$ cat src/rtl/seq_control_unit.sv
// Multi-cycle fetch/decode/execute sequencer driving every datapath strobe and select for the 8-bit MCU.
// Outputs are decoded combinationally from state; memory reads stall on mem_ready, bounded by MAX_WAIT before a sticky bus error.
module seq_control_unit #(
    parameter int DATA_W   = 8,
    parameter int REG_AW   = 4,
    parameter int MAX_WAIT = 15
) (
    input  logic              clk,
    input  logic              reset,
    input  logic [DATA_W-1:0] ir,
    input  logic [DATA_W-1:0] from_memory,
    input  logic              mem_ready,
    input  logic [3:0]        ccr,
    output logic              ir_load,
    output logic              mar_load,
    output logic              pc_load,
    output logic              pc_inc,
    output logic [REG_AW-1:0] rd_addr_a,
    output logic [REG_AW-1:0] rd_addr_b,
    output logic [REG_AW-1:0] wr_addr,
    output logic              wr_en,
    output logic [3:0]        alu_sel,
    output logic              ccr_load,
    output logic              alu_b_sel,
    output logic              write,
    output logic [1:0]        bus1_sel,
    output logic [1:0]        bus2_sel,
    output logic              halted,
    output logic              bus_err
);

    typedef enum logic [3:0] {
        S_F0, S_F1, S_F2, S_DEC,
        S_OA0, S_OA1, S_OA2,
        S_OB0, S_OB1, S_OB2,
        S_MEM, S_EX, S_HALT
    } state_t;

    localparam logic [DATA_W-1:0] OP_BRA = DATA_W'(8'h20);
    localparam logic [DATA_W-1:0] OP_BVS = DATA_W'(8'h28);
    localparam logic [DATA_W-1:0] OP_LDI = DATA_W'(8'h80);
    localparam logic [DATA_W-1:0] OP_LD  = DATA_W'(8'h81);
    localparam logic [DATA_W-1:0] OP_ST  = DATA_W'(8'h82);
    localparam logic [DATA_W-1:0] OP_ADD = DATA_W'(8'h90);
    localparam logic [DATA_W-1:0] OP_XOR = DATA_W'(8'h94);
    localparam logic [DATA_W-1:0] OP_INC = DATA_W'(8'hA0);
    localparam logic [DATA_W-1:0] OP_DEC = DATA_W'(8'hA1);
    localparam logic [DATA_W-1:0] OP_HLT = DATA_W'(8'hFF);
    localparam logic [7:0]        MAX_WAIT_C = 8'(MAX_WAIT);

    state_t            state_q, state_d;
    logic [DATA_W-1:0] op1_q, op1_d;
    logic [DATA_W-1:0] op2_q, op2_d;
    logic [7:0]        wait_cnt_q, wait_cnt_d;
    logic              halted_q, halted_d;
    logic              bus_err_q, bus_err_d;

    logic op_branch, op_alu2, op_unary, op_valid, br_taken, in_wait, timeout;

    assign op_branch = (ir >= OP_BRA) && (ir <= OP_BVS);
    assign op_alu2   = (ir >= OP_ADD) && (ir <= OP_XOR);
    assign op_unary  = (ir == OP_INC) || (ir == OP_DEC);
    assign op_valid  = op_branch || op_alu2 || op_unary ||
                       (ir == OP_LDI) || (ir == OP_LD) || (ir == OP_ST);

    // ccr = {N,Z,V,C}; odd/even pairs test clear/set of the same flag
    always_comb begin
        br_taken = 1'b0;
        case (ir[3:0])
            4'h0: br_taken = 1'b1;
            4'h1: br_taken = ~ccr[0];
            4'h2: br_taken =  ccr[0];
            4'h3: br_taken = ~ccr[2];
            4'h4: br_taken =  ccr[2];
            4'h5: br_taken = ~ccr[3];
            4'h6: br_taken =  ccr[3];
            4'h7: br_taken = ~ccr[1];
            4'h8: br_taken =  ccr[1];
            default: br_taken = 1'b0;
        endcase
    end

    assign in_wait = (state_q == S_F2) || (state_q == S_OA2) || (state_q == S_OB2) ||
                     ((state_q == S_MEM) && (ir == OP_LD));
    assign timeout = in_wait && !mem_ready && (wait_cnt_q == MAX_WAIT_C);

    always_comb begin
        state_d   = state_q;
        op1_d     = op1_q;
        op2_d     = op2_q;
        bus_err_d = bus_err_q;
        ir_load   = 1'b0;
        mar_load  = 1'b0;
        pc_load   = 1'b0;
        pc_inc    = 1'b0;
        rd_addr_a = '0;
        rd_addr_b = '0;
        wr_addr   = '0;
        wr_en     = 1'b0;
        alu_sel   = 4'd0;
        ccr_load  = 1'b0;
        alu_b_sel = 1'b0;
        write     = 1'b0;
        bus1_sel  = 2'b00;
        bus2_sel  = 2'b00;

        case (state_q)
            S_F0, S_OA0, S_OB0: begin
                bus2_sel = 2'b01;
                mar_load = 1'b1;
                state_d  = (state_q == S_F0) ? S_F1 : (state_q == S_OA0) ? S_OA1 : S_OB1;
            end
            S_F1, S_OA1, S_OB1: begin
                pc_inc  = 1'b1;
                state_d = (state_q == S_F1) ? S_F2 : (state_q == S_OA1) ? S_OA2 : S_OB2;
            end
            S_F2: begin
                bus2_sel = 2'b10;
                if (mem_ready) begin
                    ir_load = 1'b1;
                    state_d = S_DEC;
                end
            end
            S_DEC: begin
                if (ir == OP_HLT)
                    state_d = S_HALT;
                else if (op_valid)
                    state_d = S_OA0;
                else
                    state_d = S_F0;
            end
            S_OA2: begin
                bus2_sel  = 2'b10;
                alu_b_sel = op_branch;
                if (mem_ready) begin
                    op1_d = from_memory;
                    if (op_branch) begin
                        pc_load = br_taken;
                        state_d = S_F0;
                    end else if (op_unary) begin
                        state_d = S_EX;
                    end else begin
                        state_d = S_OB0;
                    end
                end
            end
            S_OB2: begin
                bus2_sel = 2'b10;
                wr_addr  = op1_q[REG_AW-1:0];
                if (mem_ready) begin
                    if (ir == OP_LDI) begin
                        wr_en   = 1'b1;
                        state_d = S_F0;
                    end else if ((ir == OP_LD) || (ir == OP_ST)) begin
                        mar_load = 1'b1;
                        state_d  = S_MEM;
                    end else if (op_alu2) begin
                        op2_d   = from_memory;
                        state_d = S_EX;
                    end else begin
                        state_d = S_F0;
                    end
                end
            end
            S_MEM: begin
                if (ir == OP_LD) begin
                    bus2_sel = 2'b10;
                    wr_addr  = op1_q[REG_AW-1:0];
                    if (mem_ready) begin
                        wr_en   = 1'b1;
                        state_d = S_F0;
                    end
                end else begin
                    rd_addr_a = op1_q[REG_AW-1:0];
                    bus1_sel  = 2'b01;
                    write     = 1'b1;
                    state_d   = S_F0;
                end
            end
            S_EX: begin
                bus1_sel  = 2'b01;
                ccr_load  = 1'b1;
                wr_en     = 1'b1;
                rd_addr_a = op1_q[REG_AW-1:0];
                wr_addr   = op1_q[REG_AW-1:0];
                if (op_alu2) begin
                    rd_addr_b = op2_q[REG_AW-1:0];
                    case (ir[2:0])
                        3'd0:    alu_sel = 4'd0;
                        3'd1:    alu_sel = 4'd1;
                        3'd2:    alu_sel = 4'd4;
                        3'd3:    alu_sel = 4'd5;
                        default: alu_sel = 4'd6;
                    endcase
                end else begin
                    alu_sel = (ir == OP_DEC) ? 4'd8 : 4'd7;
                end
                state_d = S_F0;
            end
            S_HALT: state_d = S_HALT;
            default: state_d = S_F0;
        endcase

        // a stalled read that exhausts its budget abandons the instruction
        if (timeout) begin
            state_d   = S_HALT;
            bus_err_d = 1'b1;
        end
        wait_cnt_d = (in_wait && !mem_ready && !timeout) ? wait_cnt_q + 8'd1 : 8'd0;
        halted_d   = (state_d == S_HALT);
    end

    always_ff @(posedge clk or negedge reset) begin
        if (!reset) begin
            state_q    <= S_F0;
            op1_q      <= '0;
            op2_q      <= '0;
            wait_cnt_q <= 8'd0;
            halted_q   <= 1'b0;
            bus_err_q  <= 1'b0;
        end else begin
            state_q    <= state_d;
            op1_q      <= op1_d;
            op2_q      <= op2_d;
            wait_cnt_q <= wait_cnt_d;
            halted_q   <= halted_d;
            bus_err_q  <= bus_err_d;
        end
    end

    assign halted  = halted_q;
    assign bus_err = bus_err_q;

    generate
        if (DATA_W > REG_AW) begin : g_hi_bits
            logic unused_hi;
            assign unused_hi = ^{op1_q[DATA_W-1:REG_AW], op2_q[DATA_W-1:REG_AW]};
        end
    endgenerate

endmodule
$ cat config.mk
export PLATFORM = sky130hd
export DESIGN_NAME = seq_control_unit
export DESIGN_NICKNAME = d
export VERILOG_FILES = /design/src/rtl/seq_control_unit.sv
export SDC_FILE = /design/constraint.sdc
export NUM_CORES = 1
export LEC_CHECK = 0
export CORE_UTILIZATION = 43
export CTS_BUF_LIST = sky130_fd_sc_hd__clkbuf_8
export DETAILED_ROUTE_END_ITERATION = 10
export PLACE_DENSITY = 0.83
export SYNTH_ARGS = -nofsm -noshare
export SYNTH_HDL_FRONTEND = slang
export SYNTH_SLANG_ARGS = --single-unit
$ cat constraint.sdc
create_clock -name clk -period 1.8 [get_ports clk]
set_input_delay 0.18 -clock clk [delete_from_list [all_inputs] [get_ports clk]]
set_output_delay 0.18 -clock clk [all_outputs]
set_load 0.01 [all_outputs]
After elaboration in Yosys (flattened, before gate mapping)
Index checks and enable logic that the tools add are counted.
- add/subtract/negate cells: 1
- multipliers: 0
- divide/modulo/power cells: 0
- order comparisons: 4
- eq/ne operators: 31
- shift-type cells: 0
- muxes and demuxes: 52
- bitwise gates (word level): 6
- reductions and logical operators: 27
- operator list (kind ; number):
    4-bit 2-to-1 mux ; 23
    8-bit == test, second input constant ; 6
    4-bit by 3-bit == test with 1-bit output, second input constant ; 8
    4-bit case mux with 8 select lines ; 1
    4-bit == test, second input constant ; 7
    1-bit 2-to-1 mux ; 17
    4-bit by 2-bit == test with 1-bit output, second input constant ; 4
    4-bit case mux with 2 select lines ; 2
    3-bit case mux with 4 select lines ; 1
    1-bit logical OR ; 10
    1-bit case mux with 9 select lines ; 1
    3-bit OR reduction ; 3
    8-bit by 1-bit adder with 8-bit output, second input constant ; 1
    4-bit by 1-bit == test with 1-bit output, second input constant ; 2
    8-bit by 4-bit == test with 1-bit output, second input constant ; 1
    8-bit by 6-bit greater-or-equal comparator with 1-bit output, second input constant ; 1
    8-bit greater-or-equal comparator, second input constant ; 1
    8-bit by 6-bit less-or-equal comparator with 1-bit output, second input constant ; 1
    8-bit less-or-equal comparator, second input constant ; 1
    4-bit logical NOT ; 2
    8-bit 2-to-1 mux ; 1
    3-bit by 2-bit == test with 1-bit output, second input constant ; 2
    1-bit logical AND ; 6
    1-bit NOT ; 6
    other kinds (11) ; 13
- flip-flop bits (word level): 22
- latch bits: 0
- memory bits (writable): 0
- bits in read-only memories: 0
- output and inout bits: 30
- logic and storage cells: 127
- memories: 0

Longest topological paths before layout
- depth in word-level cells: 12
- gate-level depth with buffers: 6
- mapped depth without buffers: 6

Worst setup path after synthesis
OpenSTA, ideal clock, no wires.
- path type: register to register
- start point: register wait_cnt_q[4]
- end point: register state_q[0]
- setup time: 128 ps
- arrival time: 1590 ps
- data required time: 1672 ps
- slack: 82 ps
- cell stages (with the launch flop): 6
- path through: dfrtp_1 > or4_1 > nor3_2 > nand3_1 > a32oi_1 > a21oi_1
- cells in the longest elaborated chain, start to end: 3
- ends and longest elaborated chain (element ; RTL line ; RTL):
    from (decl) ; 54 ; logic [7:0] wait_cnt_q, wait_cnt_d;
    from (signal assigned) ; 225 ; wait_cnt_q <= wait_cnt_d;
    8-bit by 4-bit == test with 1-bit output ; 85 ; assign timeout = in_wait && !mem_ready && (wait_cnt_q == MAX_WAIT_C);
    1-bit logical AND ; 85 ;
    4-bit 2-to-1 mux ; 205 ; if (timeout) begin
    named net state_d[0] ; 51 ; state_t state_q, state_d;
    to (signal assigned) ; 222 ; state_q <= state_d;
    to (decl) ; 51 ;
The timed path passes the listed nets, and every way through them passes these cells.
A chain may end at the register's enable or synchronous reset.

Worst setup path in the final report
- start point: input port ccr[2]
- end point: output port pc_load
- cells in the longest elaborated chain, start to end: 5
- ends and longest elaborated chain (element ; RTL line ; RTL):
    from (decl) ; 13 ; input logic [3:0] ccr,
    1-bit NOT ; 73 ; 4'h3: br_taken = ~ccr[2];
    1-bit case mux with 9 select lines (*) ; 69 ; case (ir[3:0])
    1-bit 2-to-1 mux (*) ; 137 ; if (op_branch) begin
    1-bit 2-to-1 mux (*) ; 135 ; if (mem_ready) begin
    1-bit 2-to-1 mux (*) ; 107 ; case (state_q)
    to (decl) ; 16 ; output logic pc_load,
Mark *: on every way between the ends. The rest lies on a longest branch, timed or not.

==> out/qor.yml <==
outcome: "finished, violations left"
violations: "setup timing"
nFillCells: 209
drive_gt1_frac: 0.483
r2r_cells: 8
ant_nets: 0
r2r_slack_ns: -0.13
grt_use_total: 0.336
synth_top_area_frac: 0.332
critPathKind: "input pin to output pin"
wl_per_cell_um: 21.9
portBuffers: 47
drt_iter0_drc: 229
fp.dieW_um: 64.1
synth_commonest_cells: "nor2_1, dfrtp_1, nand2_1"
power.density_nw_per_um2: 956
cts-hold-fix-buffers: 0
initial_core_util: 0.449
synth_nets: 228
async_flop_share: 1.00
overflow: 0
fmax_ghz: 0.502
die_y_um: 64.1
timing.final.crit_share: 1.11
path_max_fanout: 2
vias: 2281
antenna_found_initial: 1
cp-start-kind: "input pin"
core_area_sq_um: 3690
dieArea_sq_um: 4100
synth-seq-area-share: 0.332
avgSynthCellArea_sq_um: 8.12
internal_power_mw: 1.71
end_kind: "output pin"
grt_max_degree: 23
ys_top_cells_by_area: "dfrtp_1, nor2_1, mux2_2"
fp-row-count: 22
synth_cell_types: 54
fin_crit_ns: 1.99
worst_r2r_endpoint: "wait_cnt_q[0]"
area_delta_synth_final_pct: 79.8
place_ws_ns: -0.571
vias_per_cell: 6.23
finalPower_mw: 2.85
fin_util: 0.808
ys_ff_latch: 22
placedCellCount: 348
drv_slew: 0
synthCells: 204
instances_no_fill: 366
yosys_warnings: 0
endpoint: "pc_load"
htree_levels: 1
cts_buffer_depth: 2
p_clk_frac: 0.167
ios: 53
dp_hpwl_um: 4150
cts_root_buffer: "clkbuf_8"
fin_ws_ns: -0.192
cp_data_arrival_time_ns: 1.81
grt_pass1_vias: 2130
max-slew-margin-rel: 0.627
hold_violations: 0
fin_skew_ns: 0.00485
cts.clk_slew.worst_paths_ns: 0.09
synth_most_common_cell: "nor2_1"
grt_pass1_wl_um: 10300
insertion_delay_ns: 0.28
crit_required_ns: 1.62
comb_power_share: 0.606
wirelength_um: 8030
timing.critical_path.from: "ccr[2]"
firstDrtPassIters: 5
hold_path_class: "input pin to asynchronous set/reset pin"
worst_pin_slew_ns: 0.557
cts_tree: "done"
tns_ns: -1.92
setup_viol: 33
drc: 0
rr_startpoint: "state_q[1]"
numClockSinks: 22
rsz0062_at_grt: "true"
place.gp.congestion: 0.935
seq_power_share: 0.226
p_sw_frac: 0.401
synth_top_area_cell: "dfrtp_1"
nets: 342
cts_buffers: 3
synth_edf_count: 0
power_leakage_nw: 1.36
synth_area_sq_um: 1660
synthFlopType: "dfrtp_1"
p_sw_mw: 1.14
peakVddDrop_v: 0.000511
drv_cap: 0
## registers in the layout, indices dropped and copies added, names as in the netlist
name        count
bus_err         1
halted          1
op1_q           4
op2_q           4
state_q         4
wait_cnt_q      8
## per-layer routing
layer  routed length, um  vias up  track usage
met5                   0        -            0
met1                2820     1062        0.396
met3                 740       74       0.0500
met4                 641        0        0.179
met2                3820      196        0.584
li1                    -      949            -
## power by group through the flow
stage / sequential (mW) / combinational (mW) / clock (mW)
after floorplan: 0.623 / 0.587 / 0
after global placement: 0.652 / 1.20 / 0
after detailed placement: 0.655 / 1.20 / 0
after CTS: 0.629 / 1.50 / 0.463
after global routing: 0.648 / 1.81 / 0.480
final: 0.645 / 1.73 / 0.476
## cell families after synthesis
group | after synthesis | synth area share
other cells | 1 | 0.00226
simple gates | 102 | 0.344
flops | 22 | 0.332
buf+inv | 19 | 0.0498
compound gates | 43 | 0.166
fa+ha+maj | 1 | 0.00755
mux | 9 | 0.0604
xor+xnor | 7 | 0.0370
## how the worst min path moves through the flow
stage                     startpoint            end  cells after the start
after floorplan                reset        bus_err                      0
after global placement       bus_err        bus_err                      1
after detailed placement     bus_err        bus_err                      1
after CTS                      reset  wait_cnt_q[6]                      2
after global routing           reset  wait_cnt_q[7]                      2
final                          reset  wait_cnt_q[7]                      2
## through the flow
step                      area, sq um  hold WS [ns]
after CTS                        2870         0.251
after global routing             2980         0.283
after floorplan                  1660        -0.116
after global placement           2580         0.452
after detailed placement         2580         0.457
final                            2980         0.243
## critical path, stage by stage
cell and delay [ns]:
clkdlybuf4s50_1 0.47, or3_1 0.38, a31oi_1 0.29, a21oi_1 0.12, nor3_2 0.20, buf_2 0.17
## repair_timing
item                                    CTS  global route
endpoints found under the setup margin   41            37
cloned                                    0             0
pin swaps                                15            18
endpoints found under the hold margin     0             0
buffers inserted                         12             2
gates resized for setup                 140            35
## cell usage in the layout, fill, tap and decap left out, types with 3 or more instances in the layout
cell type | Yosys | layout
a21oi_1 | 13 | 11
and3_1 | 5 | 5
buf_2 | 3 | 12
buf_4 | 2 | 60
buf_6 | 0 | 16
clkbuf_8 | 0 | 3
clkdlybuf4s15_1 | 0 | 4
clkdlybuf4s15_2 | 0 | 6
clkdlybuf4s50_1 | 0 | 12
dfrtp_1 | 22 | 21
dlygate4sd2_1 | 0 | 8
inv_1 | 8 | 5
mux2_2 | 8 | 4
mux2_4 | 0 | 4
nand2_1 | 17 | 16
nand2b_1 | 5 | 4
nand3_1 | 11 | 8
nand4_1 | 3 | 3
nor2_1 | 26 | 20
nor2_4 | 0 | 4
nor2b_1 | 5 | 5
o21ai_0 | 11 | 8
o21ai_1 | 0 | 3
or2_4 | 0 | 3
xor2_1 | 5 | 5
## cell type report
| class | count | area (sq um) | area share |
|---|---|---|---|
| repair buffers | 120 | 998 | 0.335 |
| clock buffers | 3 | 41.3 | 0.0139 |
| flip-flops and latches | 22 | 552 | 0.185 |
| well taps | 48 | 60.1 | 0.0202 |
| clock inverters | 1 | 30.0 | 0.0101 |
| inverters | 8 | 35.0 | 0.0118 |
| diodes | 1 | 2.50 | 0.000840 |
| multi-input cells | 163 | 1260 | 0.423 |
Power figures use the tool's default switching activity.
==> edit 1 (config.mk and constraints unchanged) <==
Make the reset (`reset`) synchronous in one clocked block.
--- a/src/rtl/seq_control_unit.sv
+++ b/src/rtl/seq_control_unit.sv
@@ -210,7 +210,7 @@
         halted_d   = (state_d == S_HALT);
     end
 
-    always_ff @(posedge clk or negedge reset) begin
+    always_ff @(posedge clk) begin
         if (!reset) begin
             state_q    <= S_F0;
             op1_q      <= '0;
Function: differs if reset is asserted again (counterexample within 4 cycles, from zero or initial values and one cycle with reset low); with reset held inactive, the same outputs for 10 cycles.
==> edit 1 against the original RTL <==
Worst setup slack gained 0.21 ns. Routed wire length shrank 30%. Worst hold slack gained 0.21 ns. Count of clock-buffer cells in the layout grew 1. Sequential cell count is the same. Cell area shrank 9.1%. Synthesized area grew 1.4%. Global-route usage shrank 7.2 points. Critical path type unchanged.
Power is not compared: it rests on default switching activity, and its combinational part moved more than twofold at a synthesized area within 25%.
==> edit 1: results (changes against the original RTL) <==
Global route
  – Largest net degree at the start of global routing: 13 (was 23)
  – Vias in the first global route: 1,880 (was 2,130)
  – First-pass GRT wire length: 8720 µm (was 10,300 µm)
  – Tot GR Track Use: 0.264 (was 0.336)
  – Initial antenna violation count: 0 (was 1)

Final layout
  – Share of layout cells above drive strength 1: 0.410 (was 0.483)
  – Non-Filler Instances: 353 (was 366)
  – Inverters: 6 (was 8)
  – Clk tree area frac: 0.0203 (was 0.0239)
  – Multi-input logic area: 1280 µm² (was 1260 µm²)
  – Sequential fraction of total cell area: 0.165 (was 0.185)
  – Antenna cells: 0 (was 1)
  – Clock buffer count: 4 (was 3)
  – Final nets: 330 (was 342)
  – Buffering overhead: 0.310 (was 0.335)
  – #MultiIn Comb: 164 (was 163)
  – Layout filler cell count: 275 (was 209)
  – Bufs w/o clock: 109 (was 120)

Worst setup path
  – Crit path to: rd_addr_b[2] (was pc_load)
  – Worst path max stage delay: 0.33 ns (was 0.47 ns)
  – Crit path max fanout: 7 (was 2)
  – Capture point of the worst reg-to-reg path: state_q[1] (was wait_cnt_q[0])
  – Worst-case reg-to-reg path depth: 7 (was 8)
  – Flop-to-flop setup slack: 0.06 ns (was -0.13 ns)
  – Arrival @ worst endpoint: 1.60 ns (was 1.81 ns)
  – Slowest CP cell: nor3b_4 (was clkdlybuf4s50_1)

Yosys
  – Sequential fraction of the synthesis area: 0.262 (was 0.332)
  – Synth area leaders: dfxtp_1, mux2i_1, nor2b_1 (was dfrtp_1, nor2_1, mux2_2)
  – Async set or reset register ratio after synthesis: 0 (was 1.00)
  – Top post-synthesis cells by count: nor2_1, dfxtp_1, nor2b_1 (was nor2_1, dfrtp_1, nand2_1)
  – Post-Syn Instances: 209 (was 204)
  – Post-Synth Adder-Cell Area: 0.0134 (was 0.00755)
  – Netlist cell types: 60 (was 54)
  – Synth Area in XOR/XNOR: 0.0365 (was 0.0370)
  – Multiplexer share of the synthesized area: 0.0797 (was 0.0604)
  – Top FF cell, synth: dfxtp_1 (was dfrtp_1)
  – Synthesized Nets: 233 (was 228)

Clock tree
  – Reg clk slew, reported paths: 0.07 ns (was 0.09 ns)
  – Clock insertion delay at the later pin of the skew report: 0.26 ns (was 0.28 ns)
  – Resize count post-CTS: 102 (was 140)
  – Post-CTS Setup Inserts: 11 (was 12)

Pwr
  – P_seq: 0.501 mW
  – Max VDD drop: 0.774 mV

Detailed routing
  – Drt total wl: 5590 µm (was 8030 µm)
  – 1st-iter DRT viols: 147 (was 229)
  – Total number of vias: 1,979 (was 2,281)
  – DRT Pass-1 Iters: 4 (was 5)

Place
  – Placed Area: 2490 µm² (was 2580 µm²)
  – DP Worst Slack: -0.731 ns (was -0.571 ns)
  – Final GP Congestion: 0.972 (was 0.935)
  – Placed cell count: 337 (was 348)

Status
  – Status: finished clean (was finished, violations left)

STA
  – Worst setup margin: 0.0168 ns (was -0.192 ns)
## edit 1: how the worst min path moves through the flow
stage              startpoint             to  slack (ns)  depth (start not counted)
2_1_floorplan  from_memory[0]       op1_q[0]        0.35                          2
3_3_place_gp    wait_cnt_q[0]  wait_cnt_q[0]        0.43                          1
3_5_place_dp    wait_cnt_q[0]  wait_cnt_q[0]        0.44                          1
4_1_cts         wait_cnt_q[0]  wait_cnt_q[0]        0.46                          1
5_1_grt         wait_cnt_q[0]  wait_cnt_q[0]        0.48                          1
6_report        wait_cnt_q[0]  wait_cnt_q[0]        0.45                          1
## edit 1: routing by layer
| metal | track usage | wire length [µm] | share of wire | vias up |
|---|---|---|---|---|
| li1 | - | - | - | 939 |
| met1 | 0.347 | 2410 | 0.43 | 938 |
| met2 | 0.458 | 2750 | 0.49 | 94 |
| met3 | 0.0440 | 376 | 0.067 | 8 |
| met4 | 0.0444 | 56 | 0.010 | 0 |
| met5 | 0 | 0 | 0 | - |
==> edit 2 (config.mk and constraints unchanged) <==
Made on the original files. The parameter `MAX_WAIT` goes from 15 to 7.
--- a/src/rtl/seq_control_unit.sv
+++ b/src/rtl/seq_control_unit.sv
@@ -3,7 +3,7 @@
 module seq_control_unit #(
     parameter int DATA_W   = 8,
     parameter int REG_AW   = 4,
-    parameter int MAX_WAIT = 15
+    parameter int MAX_WAIT = 7
 ) (
     input  logic              clk,
     input  logic              reset,
Behaviour: no difference found for any inputs over 10 cycles, from zero or initial values and one cycle with reset low; that may be too few to reach the edited logic, so the function may still have changed.
==> edit 2 against the original RTL <==
Utilization shrank 4.5 points. Synthesized area shrank 1.6%. Cell area decreased by 6.3%. Register-to-register slack gained 0.07 ns. The run still ends with setup timing left. Sequential cell count unchanged. Power rose by 4.5%. First-iteration DRC count shrank 24%. Routed wire length is 24% lower. Worst setup slack better by 0.099 ns.
==> edit 2: results (changes against the original RTL) <==
Global route
  – Tot GR Track Use: 0.281 (was 0.336)
  – Vias in the first global route: 1,901 (was 2,130)
  – First-pass GRT wire length: 8680 µm (was 10,300 µm)
  – Initial antenna violation count: 0 (was 1)

Pwr
  – Sw frac: 0.385 (was 0.401)
  – Max VDD drop: 0.704 mV (was 0.511 mV)

Detailed routing
  – Vias per std cell: 5.81 (was 6.23)
  – 1st-iter DRT viols: 174 (was 229)

Final layout
  – Share of layout cells above drive strength 1: 0.493 (was 0.483)
  – Final nets: 321 (was 342)
  – Antenna cells: 0 (was 1)

STA
  – Clk_skew: 0.00898 ns (was 0.00485 ns)
  – Worst setup margin: -0.0933 ns (was -0.192 ns)
  – Finish-stage setup viols: 15 (was 33)
  – Hold Worst Slack: 0.250 ns (was 0.243 ns)

Status
  – Status: finished, violations left (unchanged)
  – Failing checks: setup timing (unchanged)

Worst setup path
  – RR Startpoint: state_q[0] (was state_q[1])
  – Capture point of the worst reg-to-reg path: halted (was wait_cnt_q[0])
  – Worst path max stage delay: 0.39 ns (was 0.47 ns)
  – Crit path max fanout: 8 (was 2)
  – Slowest CP cell: dfrtp_1 (was clkdlybuf4s50_1)
  – Cell family with most CP delay: simple AND/OR/NAND/NOR gates (was buffers and inverters)

Place
  – DP HPWL: 3610 µm (was 4150 µm)
  – Placed Area: 2480 µm² (was 2580 µm²)

Yosys
  – Netlist cell types: 50 (was 54)
  – Top post-synthesis cells by count: dfrtp_1, nor2_1, nand2_1 (was nor2_1, dfrtp_1, nand2_1)
  – Sequential fraction of the synthesis area: 0.338 (was 0.332)
## edit 2: power groups by stage
stage	logic (mW)	registers (mW)	clock network [mW]
after global placement	1.32	0.704	0
after CTS	1.56	0.713	0.465
after detailed placement	1.34	0.708	0
final	1.78	0.735	0.459
after global routing	1.87	0.743	0.488
after floorplan	0.682	0.677	0
## edit 2: layout make-up
type / instances / area (µm²) / share of cell area
flip-flops and latches: 22 / 553 / 0.198
multi-input cells: 156 / 1250 / 0.449
well taps: 48 / 60.1 / 0.0215
repair buffers: 105 / 817 / 0.293
clock buffers: 3 / 41.3 / 0.0148
inverters: 9 / 36.3 / 0.0130
clock inverters: 1 / 30.0 / 0.0108
## edit 2: kinds of logic (layout without fill, tap and decap cells)
logic type      Yosys count  after routing  share of synthesized area
simple gates             98             98                      0.345
compound gates           40             40                      0.160
flops                    22             22                      0.338
buf+inv                  19            118                     0.0476
mux                       9              9                     0.0622
xor+xnor                  7              7                     0.0376
fa+ha+maj                 1              1                    0.00767
other cells               1              1                    0.00230
## edit 2: layer usage
metal / global-route usage / routed length [µm]
met5: 0 / 0
met4: 0.114 / 230
met3: 0.0399 / 362
met2: 0.515 / 3140
met1: 0.321 / 2390
## edit 2: repair_timing
action / CTS / global route
endpoints found under the setup margin: 42 / 33
gates resized for setup: 127 / 45
setup buffers: 11 / 1
pin swaps: 12 / 10
cloned: 0 / 0
## edit 2: how the worst max path moves through the flow
stage / end / start / slack (ns)
floorplan: halted / wait_cnt_q[3] / 0.08
global placement: pc_load / ir[5] / -0.65
detailed placement: wr_addr[1] / ir[3] / -0.73
CTS: pc_load / state_q[2] / -0.06
global route: pc_load / state_q[2] / -0.14
finish: pc_load / state_q[2] / -0.09
